File: src/rtl/ctrl_pipe_chain_if.sv
// Bundle of decode-side inputs, stage controls and per-stage observation outputs
// for the back-end control-word pipeline.
interface ctrl_pipe_chain_if #(
  parameter int WIDTH  = 11,
  parameter int STAGES = 3,
  parameter int REGW   = 5,
  parameter int CNTW   = 16
);
  logic                      in_valid;
  logic [WIDTH-1:0]          in_ctrl;
  logic                      in_wr;
  logic [REGW-1:0]           in_dst;
  logic [STAGES-1:0]         stall;
  logic [STAGES-1:0]         flush;
  logic [REGW-1:0]           rs;
  logic [REGW-1:0]           rt;
  logic [STAGES*WIDTH-1:0]   ctrl_out;
  logic [STAGES-1:0]         valid_out;
  logic [STAGES-1:0]         wr_out;
  logic [STAGES*REGW-1:0]    dst_out;
  logic [STAGES-1:0]         hit_rs;
  logic [STAGES-1:0]         hit_rt;
  logic                      hold_out;
  logic [CNTW-1:0]           bubble_cnt;

  modport master (
    output in_valid, in_ctrl, in_wr, in_dst, stall, flush, rs, rt,
    input  ctrl_out, valid_out, wr_out, dst_out, hit_rs, hit_rt, hold_out, bubble_cnt
  );

  modport slave (
    input  in_valid, in_ctrl, in_wr, in_dst, stall, flush, rs, rt,
    output ctrl_out, valid_out, wr_out, dst_out, hit_rs, hit_rt, hold_out, bubble_cnt
  );
endinterface

File: src/rtl/ctrl_pipe_chain.sv
// Parametrised chain of control-word stages with per-stage stall/flush,
// destination hazard matching and a saturating last-stage bubble counter.
module ctrl_pipe_chain #(
  parameter int WIDTH  = 11,
  parameter int STAGES = 3,
  parameter int REGW   = 5,
  parameter int CNTW   = 16
) (
  input logic          clk,
  input logic          rst,
  ctrl_pipe_chain_if.slave bus
);

  logic [STAGES-1:0]             hold, up_hold;
  logic [STAGES-1:0]             valid_q, valid_d, src_valid;
  logic [STAGES-1:0]             wr_q, wr_d, src_wr;
  logic [STAGES-1:0][WIDTH-1:0]  ctrl_q, ctrl_d, src_ctrl;
  logic [STAGES-1:0][REGW-1:0]   dst_q, dst_d, src_dst;
  logic [STAGES-1:0]             hit_rs, hit_rt;
  logic [CNTW-1:0]               bubble_q;

  // A stall anywhere downstream freezes this stage too, so nothing in flight is overwritten.
  always_comb begin
    hold = '0;
    for (int k = 0; k < STAGES; k++) hold[k] = |(bus.stall >> k);
  end

  always_comb begin
    src_valid = '0;
    src_wr    = '0;
    src_ctrl  = '0;
    src_dst   = '0;
    up_hold   = '0;
    src_valid[0] = bus.in_valid;
    src_ctrl[0]  = bus.in_ctrl;
    src_wr[0]    = bus.in_wr & bus.in_valid;
    src_dst[0]   = bus.in_dst;
    for (int k = 1; k < STAGES; k++) begin
      src_valid[k] = valid_q[k-1];
      src_ctrl[k]  = ctrl_q[k-1];
      src_wr[k]    = wr_q[k-1];
      src_dst[k]   = dst_q[k-1];
      up_hold[k]   = hold[k-1];
    end
  end

  // Priority per stage: flush, hold, bubble behind a frozen upstream stage, advance.
  always_comb begin
    valid_d = valid_q;
    wr_d    = wr_q;
    ctrl_d  = ctrl_q;
    dst_d   = dst_q;
    for (int k = 0; k < STAGES; k++) begin
      if (bus.flush[k] || (!hold[k] && up_hold[k])) begin
        valid_d[k] = 1'b0;
        wr_d[k]    = 1'b0;
        ctrl_d[k]  = '0;
        dst_d[k]   = '0;
      end else if (!hold[k]) begin
        valid_d[k] = src_valid[k];
        wr_d[k]    = src_wr[k];
        ctrl_d[k]  = src_ctrl[k];
        dst_d[k]   = src_dst[k];
      end
    end
  end

  always_ff @(posedge clk) begin
    if (rst) begin
      valid_q  <= '0;
      wr_q     <= '0;
      ctrl_q   <= '0;
      dst_q    <= '0;
      bubble_q <= '0;
    end else begin
      valid_q <= valid_d;
      wr_q    <= wr_d;
      ctrl_q  <= ctrl_d;
      dst_q   <= dst_d;
      if (!valid_q[STAGES-1] && (bubble_q != {CNTW{1'b1}}))
        bubble_q <= bubble_q + CNTW'(1);
    end
  end

  // Register 0 is hardwired, so it never forms a hazard.
  always_comb begin
    hit_rs = '0;
    hit_rt = '0;
    for (int k = 0; k < STAGES; k++) begin
      hit_rs[k] = valid_q[k] & wr_q[k] & (dst_q[k] == bus.rs) & (bus.rs != '0);
      hit_rt[k] = valid_q[k] & wr_q[k] & (dst_q[k] == bus.rt) & (bus.rt != '0);
    end
  end

  assign bus.ctrl_out   = ctrl_q;
  assign bus.valid_out  = valid_q;
  assign bus.wr_out     = wr_q & valid_q;
  assign bus.dst_out    = dst_q;
  assign bus.hit_rs     = hit_rs;
  assign bus.hit_rt     = hit_rt;
  assign bus.hold_out   = hold[0];
  assign bus.bubble_cnt = bubble_q;

endmodule

File: src/flat_wrapper.sv
// flat-port wrapper written by rule: the top's interface ports become plain ports
module ctrl_pipe_chain_flat 
#(
  parameter int WIDTH  = 11,
  parameter int STAGES = 3,
  parameter int REGW   = 5,
  parameter int CNTW   = 16
)
  (clk, rst, bus_in_valid, bus_in_ctrl, bus_in_wr, bus_in_dst, bus_stall, bus_flush, bus_rs, bus_rt, bus_ctrl_out, bus_valid_out, bus_wr_out, bus_dst_out, bus_hit_rs, bus_hit_rt, bus_hold_out, bus_bubble_cnt);
  ctrl_pipe_chain_if #(.WIDTH(WIDTH), .STAGES(STAGES), .REGW(REGW), .CNTW(CNTW)) bus_i ();
  input logic clk;
  input logic rst;
  input wire logic [$bits(bus_i.in_valid)-1:0] bus_in_valid;
  input wire logic [$bits(bus_i.in_ctrl)-1:0] bus_in_ctrl;
  input wire logic [$bits(bus_i.in_wr)-1:0] bus_in_wr;
  input wire logic [$bits(bus_i.in_dst)-1:0] bus_in_dst;
  input wire logic [$bits(bus_i.stall)-1:0] bus_stall;
  input wire logic [$bits(bus_i.flush)-1:0] bus_flush;
  input wire logic [$bits(bus_i.rs)-1:0] bus_rs;
  input wire logic [$bits(bus_i.rt)-1:0] bus_rt;
  output wire logic [$bits(bus_i.ctrl_out)-1:0] bus_ctrl_out;
  output wire logic [$bits(bus_i.valid_out)-1:0] bus_valid_out;
  output wire logic [$bits(bus_i.wr_out)-1:0] bus_wr_out;
  output wire logic [$bits(bus_i.dst_out)-1:0] bus_dst_out;
  output wire logic [$bits(bus_i.hit_rs)-1:0] bus_hit_rs;
  output wire logic [$bits(bus_i.hit_rt)-1:0] bus_hit_rt;
  output wire logic [$bits(bus_i.hold_out)-1:0] bus_hold_out;
  output wire logic [$bits(bus_i.bubble_cnt)-1:0] bus_bubble_cnt;
  assign bus_i.in_valid = bus_in_valid;
  assign bus_i.in_ctrl = bus_in_ctrl;
  assign bus_i.in_wr = bus_in_wr;
  assign bus_i.in_dst = bus_in_dst;
  assign bus_i.stall = bus_stall;
  assign bus_i.flush = bus_flush;
  assign bus_i.rs = bus_rs;
  assign bus_i.rt = bus_rt;
  assign bus_ctrl_out = bus_i.ctrl_out;
  assign bus_valid_out = bus_i.valid_out;
  assign bus_wr_out = bus_i.wr_out;
  assign bus_dst_out = bus_i.dst_out;
  assign bus_hit_rs = bus_i.hit_rs;
  assign bus_hit_rt = bus_i.hit_rt;
  assign bus_hold_out = bus_i.hold_out;
  assign bus_bubble_cnt = bus_i.bubble_cnt;
  ctrl_pipe_chain #(.WIDTH(WIDTH), .STAGES(STAGES), .REGW(REGW), .CNTW(CNTW)) u_core (.clk(clk), .rst(rst), .bus(bus_i));
endmodule
File: config.mk
export PLATFORM = sky130hd
export DESIGN_NAME = ctrl_pipe_chain_flat
export DESIGN_NICKNAME = d
export VERILOG_FILES = /design/src/rtl/ctrl_pipe_chain_if.sv /design/src/rtl/ctrl_pipe_chain.sv /design/src/flat_wrapper.sv
export SDC_FILE = /design/constraint.sdc
export NUM_CORES = 1
export LEC_CHECK = 0
export ABC_CLOCK_PERIOD_IN_PS = 3200
export CORE_ASPECT_RATIO = 0.7
export CORE_UTILIZATION = 48
export CTS_CLUSTER_DIAMETER = 150
export DETAILED_ROUTE_END_ITERATION = 8
export PLACE_DENSITY = 0.86
export SLEW_MARGIN = 20
export SYNTH_ARGS = -nofsm -noshare
export SYNTH_HDL_FRONTEND = slang
export SYNTH_SLANG_ARGS = --single-unit
export TNS_END_PERCENT = 10
File: constraint.sdc
create_clock -name clk -period 3.2 [get_ports clk]
set_input_delay 0.8 -clock clk [delete_from_list [all_inputs] [get_ports clk]]
set_output_delay 0.8 -clock clk [all_outputs]
set_load 0.02 [all_outputs]
==> results.md <==
- The run finished with clean final reports.
- The number of buffers added for setup after CTS is 0.
- After floorplanning, the core was sized to cover around 5900 µm².
- The netlist uses about 40 different library cells.
- The repair_antennas step left the layout with diodes totalling 0.
- Adding up every negative setup slack in the final design gives 0 ns.
- The final design utilization is between 70% and 80%.
- The warning count from the yosys run is 0.
- Routability-driven placement finished with a final weighted congestion of about 0.84.
- The switching share of power is a little under a quarter.
- The achievable frequency is approximately 0.32 GHz.
- The worst setup path is captured at a primary output.
- Clock-pin slew was measured on the worst setup and hold paths at around 0.070 ns.
- The number of pins exceeding their max-slew limit in the final report is 0.
- Among all stages on the critical path, the largest delay is contributed by sky130_fd_sc_hd__or4_1.
- CTS built an H-tree with a depth of 3.
- The remaining antenna violation count after routing is 0.
- The final net count is around 530.
- The number of synthesized flops with an enable pin is 0.
- The initial utilization of the core area, before any placement, comes to ~52%.
- In the final layout, the share of cells above drive strength 1 is slightly below 9%.
- The sequential share of the synthesized area is 45.7%.
- The worst hold path belongs to the class flip-flop to flip-flop.
- TritonCTS built the clock tree.
- The final worst clock skew is a little under 0.009 ns.
- The total nets after synthesis is roughly 400.
- CTS saw 70 sinks.
- The area enclosed by the die boundary is about 6700 µm².
- The element type at the critical path start is an input pin.
- Across the run, the number of max-cap violations was 0.
- Sequential cells account for about 48% of the total power.
- The area growth from synthesis to layout is 49.4%.
- The number of DRC violations after detailed routing is 0.
- The most instantiated flip-flop cell in the synthesis netlist is sky130_fd_sc_hd__dfxtp_1.
- The worst endpoint required time is between 2 and 2.5 ns.
- The cell area power density is roughly 400 nW/µm².
- The worst-path maximum fanout is 3.
- The first global-routing pass estimated 14.3 mm of wire.
- The maximum cell stage delay along the critical path is ~0.55 ns.
- The HPWL after detailed placement is 6.52 mm.
- The total via count after detailed routing is approximately 3200.
- Summed over all cells, the static leakage comes to ~1.6 nW.
- The internal power summed over all cells is approximately 1.4 mW.
- The initial antenna violation count is 0.
- Yosys attributes the largest share of cell area to sky130_fd_sc_hd__dfxtp_1 46%, sky130_fd_sc_hd__nand2_1 9.4%, sky130_fd_sc_hd__a21oi_1 7.3%, sky130_fd_sc_hd__mux2i_1 6.2%, sky130_fd_sc_hd__xnor2_1 5.1%.
- After synthesis the netlist holds a flip-flop and latch count of 70.
- The final hold violation count is 0.
- For the pin with the worst max-slew slack, the measured transition is ~1.0 ns.
- The detailed-routing iteration count for the pre-antenna-repair pass is 6.
- The routed wire length is approximately 9.0 mm.
- The later-pin clock latency in the skew report is 0.34 ns.
- In this run the vertical extent of the chip is 68.9 µm.
- The root buffer cell is sky130_fd_sc_hd__clkbuf_8.
- Headroom to the max-slew limit came out at 31.7%.
- The clock passes through at most 2 buffers.
- The fraction of power consumed by combinational cells is slightly below 9%.
- The biggest area consumer among synthesized cells is sky130_fd_sc_hd__dfxtp_1.
- The overall global routing resource usage is 27.3%.
- The fraction of the cycle the final worst path needs is slightly below 100%.
- The boundary pin count is around 110.
- Setup violations remaining at the end of the flow were counted as 0.
- The critical path goes through clkdlybuf4s50_1 -> or4_1 -> nor2_2 -> nor4_1 -> dlygate4sd2_1.
- The type of the setup path with the least slack is input pin to primary output.
- The routed wirelength normalized by instance count is ~16 µm.
- The global-route congestion overflow total is 0.
- After synthesis the cells add up to between 3000 and 4000 µm².
- The number of standard cells after synthesis is approximately 370.
- Per report_power, the clock group accounts for a little over two fifths of the total.
- At the placement stage, the worst setup path has a slack of -0.304 ns.
- The minimum clock period after layout is about 3.2 ns.
- The fraction of post-synthesis cell area in the top cell type by area is between 40 and 50%.
- The number of CTS-inserted buffers is 9.
- The floorplan has 23 rows.
- The peak supply drop is 0.000240 V.
- A synthesized cell averages 8.41 µm².
- The maximum number of pins on one net before global-route repair is 21.
- Using the TritonRoute via totals, the vias-per-cell ratio works out to 5.57.
- The switching power summed over all nets is 0.414 mW.
- The arrival time of data at the critical path endpoint is about 2.4 ns.
- The count of buffers from port buffering is between 100 and 150.
- The via count of the first global-routing pass is between 3000 and 4000.
- By count the netlist is led by 77 x sky130_fd_sc_hd__nand2_1, 70 x sky130_fd_sc_hd__dfxtp_1, 45 x sky130_fd_sc_hd__a21oi_1.
- The die width is about 98 µm.
- Across all setup checks in the final design, the least slack found is between 0.02 and 0.03 ns.
- The library cell with the highest instance count after synthesis is sky130_fd_sc_hd__nand2_1.
- The share of synthesized registers carrying an async set or reset is 0%.
- For this block, the initial DRC count from the detailed router was ~160.
- Setup repair after global routing could not meet its margin everywhere.
## area by class of cell
cell class / instances / area [µm²]
clock inverter: 5 / 83.8
multi-input combinational: 274 / 1590
timing repair buffer: 131 / 1260
sequential: 70 / 1400
tap: 75 / 93.8
clock buffer: 10 / 138
inverter: 6 / 22.5
fill: 403 / 1350
## power groups by stage
stage / clock (mW) / combinational, mW / sequential [mW]
after floorplan: 0 / 0.0636 / 0.912
after global placement: 0 / 0.160 / 0.905
after detailed placement: 0 / 0.162 / 0.905
after CTS: 0.791 / 0.164 / 0.885
after global routing: 0.835 / 0.176 / 0.886
final: 0.784 / 0.164 / 0.886
## metrics by stage
stage | hold slack (ns) | cell area, µm² | power (mW) | instances
finish | 0.477 | 4580 | 1.83 | 571
global route | 0.503 | 4580 | 1.90 | 571
CTS | 0.474 | 4580 | 1.84 | 571
detailed placement | 0.463 | 4360 | 1.07 | 556
global placement | 0.462 | 4360 | 1.07 | 556
floorplan | 0.444 | 3070 | 0.975 | 365
## path summary, 6_finish.rpt
kind | depth (start not counted) | to | slack (ns) | from
worst min-delay path | 2 | u_core.bus.ctrl_out[20] | 0.48 | u_core.bus.ctrl_out[20]
worst max-delay path | 5 | bus_hit_rt[1] | 0.03 | bus_rt[1]
worst max register to register | 4 | u_core.bus.bubble_cnt[3] | 0.99 | u_core.bus.bubble_cnt[7]
worst min register to register | 2 | u_core.bus.ctrl_out[20] | 0.48 | u_core.bus.ctrl_out[20]
## layout by cell type (no fill, tap or decap), types with 2 or more instances in the layout
cell / Yosys / routed
sky130_fd_sc_hd__xor2_1: 14 / 14
sky130_fd_sc_hd__clkdlybuf4s50_1: 0 / 104
sky130_fd_sc_hd__mux2i_1: 19 / 19
sky130_fd_sc_hd__nor2_1: 30 / 28
sky130_fd_sc_hd__or4_1: 4 / 4
sky130_fd_sc_hd__nor4_1: 6 / 6
sky130_fd_sc_hd__dfxtp_1: 70 / 70
sky130_fd_sc_hd__dlygate4sd2_1: 0 / 6
sky130_fd_sc_hd__clkbuf_8: 0 / 10
sky130_fd_sc_hd__o21ai_0: 4 / 4
sky130_fd_sc_hd__nor2b_1: 2 / 2
sky130_fd_sc_hd__buf_4: 0 / 19
sky130_fd_sc_hd__o21ai_1: 2 / 2
sky130_fd_sc_hd__a21oi_1: 45 / 45
sky130_fd_sc_hd__nor2_2: 1 / 3
sky130_fd_sc_hd__or3_1: 6 / 6
sky130_fd_sc_hd__inv_1: 5 / 5
sky130_fd_sc_hd__bufinv_16: 0 / 2
sky130_fd_sc_hd__and4_1: 2 / 2
sky130_fd_sc_hd__clkinvlp_4: 0 / 2
sky130_fd_sc_hd__nand3_1: 6 / 6
sky130_fd_sc_hd__nand4_1: 10 / 10
sky130_fd_sc_hd__and2_1: 4 / 4
sky130_fd_sc_hd__o31ai_1: 4 / 4
sky130_fd_sc_hd__nor3_1: 4 / 4
sky130_fd_sc_hd__nand2_1: 77 / 77
sky130_fd_sc_hd__xnor2_1: 18 / 18
## critical path, delay by kind of cell
kind / cells / cell delay, ns
buf+inv: 2 / 0.74
simple gates: 3 / 0.82
## logic make-up after synthesis
| group | Yosys count | synth area share, % |
|---|---|---|
| AO/OA/AOI/OAI | 63 | 11.6 |
| XOR/XNOR | 32 | 9.14 |
| adder cells (fa/ha/maj) | 1 | 0.408 |
| buffers and inverters | 21 | 2.81 |
| flip-flops | 70 | 45.7 |
| multiplexers | 19 | 6.20 |
| AND/OR/NAND/NOR | 159 | 24.1 |
## routing by layer
| metal | global-route usage (%) | part of all wire (%) |
|---|---|---|
| met4 | 9.38 | 1.4 |
| met3 | 9.98 | 8.6 |
| met2 | 44.2 | 46 |
| met5 | 0 | 0 |
| met1 | 34.2 | 44 |
## flip-flops by register name, summed over array words and instances, names as in the netlist
name / cells
u_core.bus.valid_out: 3
u_core.bus.ctrl_out: 33
u_core.wr_q: 3
u_core.bus.bubble_cnt: 16
u_core.bus.dst_out: 15
## timing repair
item | CTS | global route
endpoints found under the setup margin | 6 | 5
hold buffers | 0 | 0
gates resized for setup | 8 | 3
pin swaps | 0 | 0
Power figures use the tool's default switching activity.
